--- config.mk ---
export PLATFORM = sky130hd
export DESIGN_NAME = ps2_key_fifo
export DESIGN_NICKNAME = d
export VERILOG_FILES = /design/src/rtl/ps2_key_fifo.sv
export SDC_FILE = /design/constraint.sdc
export NUM_CORES = 1
export LEC_CHECK = 0
export CAP_MARGIN = 30
export CORE_ASPECT_RATIO = 0.6
export CORE_MARGIN = 8
export CORE_UTILIZATION = 41
export DETAILED_ROUTE_END_ITERATION = 6
export PLACE_DENSITY = 0.67
export SLEW_MARGIN = 20
export SYNTH_ARGS = -nofsm -noshare
export SYNTH_HDL_FRONTEND = slang
export SYNTH_SLANG_ARGS = --single-unit
--- constraint.sdc ---
create_clock -name clk_sys -period 8.4 [get_ports clk_sys]
set_input_delay 1.68 -clock clk_sys [delete_from_list [all_inputs] [get_ports clk_sys]]
set_output_delay 1.68 -clock clk_sys [all_outputs]
set_load 0.01 [all_outputs]
--- src/rtl/ps2_key_fifo.sv ---
// rtl/ps2_key_fifo.sv - PS/2 key event FIFO with held-key bitmap for clk_sys
module ps2_key_fifo #(
    parameter int DEPTH  = 16,  // power of two, minimum 2
    parameter int ADDR_W = 4    // log2(DEPTH)
) (
    input  logic              clk_sys,
    input  logic              reset,
    input  logic [10:0]       ps2_key,
    input  logic              rd,
    output logic [9:0]        dout,
    output logic              empty,
    output logic [ADDR_W:0]   count,
    output logic              overflow,
    input  logic              ovf_clr,
    input  logic [8:0]        query_code,
    output logic              query_down
);

    localparam logic [ADDR_W:0]   LP_DEPTH   = (ADDR_W+1)'(DEPTH);
    localparam logic [ADDR_W:0]   LP_CNT_ONE = (ADDR_W+1)'(1);
    localparam logic [ADDR_W-1:0] LP_PTR_ONE = ADDR_W'(1);

    // Storage and state
    logic [9:0]        r_mem [DEPTH];
    logic [ADDR_W-1:0] r_wr_ptr;
    logic [ADDR_W-1:0] r_rd_ptr;
    logic [ADDR_W:0]   r_count;
    logic              r_overflow;
    logic              r_last_toggle;
    logic [511:0]      r_bitmap;
    logic              r_query_down;

    logic w_event;
    logic w_empty;
    logic w_full;
    logic w_pop;
    logic w_push;
    logic w_drop;

    // Event/occupancy decode; a pop frees the slot a same-cycle push needs when full
    always_comb begin
        w_event = (ps2_key[10] != r_last_toggle);
        w_empty = (r_count == '0);
        w_full  = (r_count == LP_DEPTH);
        w_pop   = rd && !w_empty;
        w_push  = w_event && (!w_full || w_pop);
        w_drop  = w_event && w_full && !w_pop;
    end

    // Toggle history tracks the strobe every edge, including reset, so reset exit is quiet
    always_ff @(posedge clk_sys) begin
        r_last_toggle <= ps2_key[10];
    end

    // Entry storage; not reset because dout is masked while empty
    always_ff @(posedge clk_sys) begin
        if (!reset && w_push) begin
            r_mem[r_wr_ptr] <= ps2_key[9:0];
        end
    end

    // Pointers and occupancy count; pointers wrap naturally at DEPTH
    always_ff @(posedge clk_sys) begin
        if (reset) begin
            r_wr_ptr <= '0;
            r_rd_ptr <= '0;
            r_count  <= '0;
        end else begin
            if (w_push) begin
                r_wr_ptr <= r_wr_ptr + LP_PTR_ONE;
            end
            if (w_pop) begin
                r_rd_ptr <= r_rd_ptr + LP_PTR_ONE;
            end
            case ({w_push, w_pop})
                2'b10:   r_count <= r_count + LP_CNT_ONE;
                2'b01:   r_count <= r_count - LP_CNT_ONE;
                default: r_count <= r_count;
            endcase
        end
    end

    // Sticky overflow; a drop in the same cycle wins over the clear
    always_ff @(posedge clk_sys) begin
        if (reset) begin
            r_overflow <= 1'b0;
        end else if (w_drop) begin
            r_overflow <= 1'b1;
        end else if (ovf_clr) begin
            r_overflow <= 1'b0;
        end
    end

    // Held-key bitmap follows every event, even ones the FIFO had to drop
    always_ff @(posedge clk_sys) begin
        if (reset) begin
            r_bitmap <= '0;
        end else if (w_event) begin
            r_bitmap[ps2_key[8:0]] <= ps2_key[9];
        end
    end

    // Registered lookup; reads the pre-update bitmap, so same-cycle writes show a cycle later
    always_ff @(posedge clk_sys) begin
        if (reset) begin
            r_query_down <= 1'b0;
        end else begin
            r_query_down <= r_bitmap[query_code];
        end
    end

    // Output mapping; head entry falls through, zero when nothing is queued
    always_comb begin
        dout       = w_empty ? 10'h000 : r_mem[r_rd_ptr];
        empty      = w_empty;
        count      = r_count;
        overflow   = r_overflow;
        query_down = r_query_down;
    end

endmodule

==> results.yml <==
status:
  status: "completed"
setup_path:
  crit_arrival_ns: 3.52
  reg2regPathDepth: 11
  cpMostUsedCell: "mux4_2"
  startpoint_type: "flip-flop"
  cp.depth: 5
  cp_slowest_cell: "mux4_2"
  cp.required_ns: 6.72
  critPathCaptureType: "primary output"
  cp_cell_sequence: "buf_4, mux4_2, mux4_2, nor2b_1, clkdlybuf4s50_1"
  crit_family: "multiplexers"
  cp_max_fo: 40
  crit_buf_inv: 2
  max_stage_delay_ns: 0.72
  critical_path_class: "reg -> out"
grt:
  grt_pass1_wl_mm: 163
  gr-usage-met3_pct: 8.26
  grt_util_met1_pct: 37.4
  overflow: 0
  busiest_layer: "met1"
  first_global_vias: 24600
  met2_usage_pct: 32.6
  grt_max_degree: 249
  antenna_found_initial: 2
  track_usage_pct: 24.7
job:
  cap_viol_max_count: 0
synthesis:
  ys.flop_type: "dfxtp_1"
  synth_adder_area_share_pct: 0.322
  synth_area_leaders: "dfxtp_1 34%, edfxtp_1 15%, mux4_2 12%, a21oi_1 8.5%, nand3_1 8.4%"
  synth_compound_area_share_pct: 18.8
  async_flop_share_pct: 0
  syn_nets: 3232
  synth_simple_gate_area_share_pct: 12.4
  synth_top_family_by_area: "compound AO/OA/AOI/OAI gates"
  yosys_warnings: 0
  synth_area_leader_cell: "dfxtp_1"
  synth_cell_type_count: 60
  synthesis.area_sq_um: 31100
  synthMuxAreaShare_pct: 13.5
  synth-seq-cells: 692
  syn_inst: 3200
  ys_seq_area_share_pct: 49.7
  synth_top_area_share_pct: 34.2
  synth-xor-area-share_pct: 0.338
  synth_edf_count: 160
  synth.avg_cell_area_sq_um: 9.73
power_and_ir_drop:
  combPwrFrac_pct: 12.7
  p_leak_uw: 0.0105
  p_sw_uw: 1940
  ir_drop_mv: 0.165
  pwr-share-clk_pct: 40.9
  p_per_area_nw_per_um2: 216
  p_int_uw: 5540
  swShare_pct: 25.9
  sequentialPowerShare_pct: 46.4
cells_and_area:
  final_cell_mix: "530 x dfxtp_1, 528 x a21oi_1, 524 x o21ai_0"
  drive_above_1_share_pct: 13.4
  final_nets: 3087
  nFillCells: 6942
  area_delta_synth_final_pct: 11.0
  final_common_cell: "dfxtp_1"
route:
  drc_errors: 0
  firstDrtPassIters: 7
  drtIter0Drc: 4823
  viasPerCell: 6.64
  wirelength_mm: 110
  wire_per_inst_um: 26.8
  vias: 27300
  antenna_left: 0
timing:
  clock.fmax_mhz: 192
  fin_crit_sh_pct: 61.9
  grt_setup_unrepaired: "no"
  slew_violations: 0
  fin_skew_ns: 0.0137
  setup_viol: 0
  worst_slew_pin_slew_ns: 1.25
  max_slew_margin_pct: 16.5
  timing.setup.tns_ns: 0
  fin_crit_ns: 5.20
  hold_viol: 0
  setup_ws_ns: 3.20
cts:
  cts_tree: "done"
  hold_buffers: 0
  ctsRootBufferMaster: "clkbuf_16"
  clk_latency_ns: 0.64
  cts.clk_slew.worst_paths_ns: 0.07
  cts_buffer_depth: 3
  cts_buffers: 60
  cts.sinks: 692
  h-tree-depth: 2
  cts_setup_buffers: 0
  post_cts_resized: 0
placed_design:
  io_buffers: 41
  dp_hpwl_mm: 61.1
  gp_congestion: 0.870
  place_ws_ns: 3.40
floorplan:
  die_h_um: 229
  initial_core_util_pct: 41.3
  io-pin-count: 42
  die_area_sq_um: 85300
  die_w_um: 372
  core_area_sq_um: 75300
  rows: 78
min_path:
  whs_path_depth: 2
  min_path_type: "reg -> reg"
==> registers in the layout, indices dropped and copies added, names as in the netlist, named ones only <==
| signal | flops |
|---|---|
| r_wr_ptr | 4 |
| query_down | 1 |
| r_last_toggle | 1 |
| r_rd_ptr | 4 |
| overflow | 1 |
| r_bitmap | 512 |
| count | 5 |
| r_mem | 160 |
==> worst min-delay path, stage by stage (launching register included) <==
cell and delay, ns:
dfxtp_1 0.31, o21ai_0 0.06, a21oi_1 0.06
==> routing by layer <==
metal  wire, um  vias to the layer above  part of all wire [%]
met5         71                        -                 0.065
met4       3370                        2                   3.1
met3      17000                      274                    15
met2      43500                     2047                    39
met1      46200                    13300                    42
li1           -                    11600                     -
==> kinds of logic after synthesis <==
| kind of cell | after synthesis |
|---|---|
| xor gates and xnor gates | 12 |
| DFF | 692 |
| AOI/OAI and AO/OA | 1124 |
| buffers and inverters | 360 |
| adders and majority gates | 8 |
| and+or+nand+nor | 787 |
| muxes | 217 |
==> worst paths after layout <==
kind,startpoint,endpoint,slack [ns]
setup / recovery,flip-flop,dout[7],3.20
setup reg to reg,count[1]$_SDFFE_PP0P_,count[4]$_SDFFE_PP0P_,4.61
hold / removal,r_bitmap[510]$_SDFFE_PP0P_,r_bitmap[510]$_SDFFE_PP0P_,0.47
hold reg to reg,r_bitmap[510]$_SDFFE_PP0P_,r_bitmap[510]$_SDFFE_PP0P_,0.47
==> cells in the mapped netlist (all sizes together) (4+ instances only) <==
cell and n:
dfxtp 532, mux4 163, xnor2 4, nand4 8, nor3b 6, or2 5, a21oi 528, a2111oi 4
o22ai 9, clkbuf 309, inv 6, mux2i 53, o221ai 15, o211ai 4, o21ai 524, nor2 94
and3 5, and2 7, nand2b 8, a22oi 20, edfxtp 160, nand3 524, xor2 8, or3 6
ha 8, nand2 73, buf 45, a31oi 7, nor3 15, nor2b 26
==> power groups by stage <==
stage	Combinational, uW	Sequential [uW]	Clock (uW)
3_5_place_dp	926	3540	0
2_1_floorplan	570	3530	0
6_report	950	3470	3050
5_1_grt	993	3470	3180
3_3_place_gp	901	3550	0
4_1_cts	928	3470	3060
==> final cells by class <==
type,instances,area (sq um),share of cell area (%)
inverter,6,22.5,0.0652
tap,1000,1250,3.62
multi-input combinational,2148,14300,41.4
clock buffer,90,1790,5.18
sequential,692,15500,44.7
clock inverter,21,335,0.970
timing repair buffer,147,1400,4.05
antenna,2,5.00,0.0145
==> stage by stage <==
stage          power [uW]  cell area [sq um]  cells  hold slack (ns)  utilization [%]
2_1_floorplan        4100              31100   3200            0.449                -
3_3_place_gp         4450              31900   3949            0.458             42.4
3_5_place_dp         4470              32300   3985            0.463             42.9
4_1_cts              7460              34500   4096            0.472             45.7
5_1_grt              7650              34500   4104            0.489             45.9
6_report             7480              34600   4106            0.473             45.9
(Power assumes the default switching activity.)
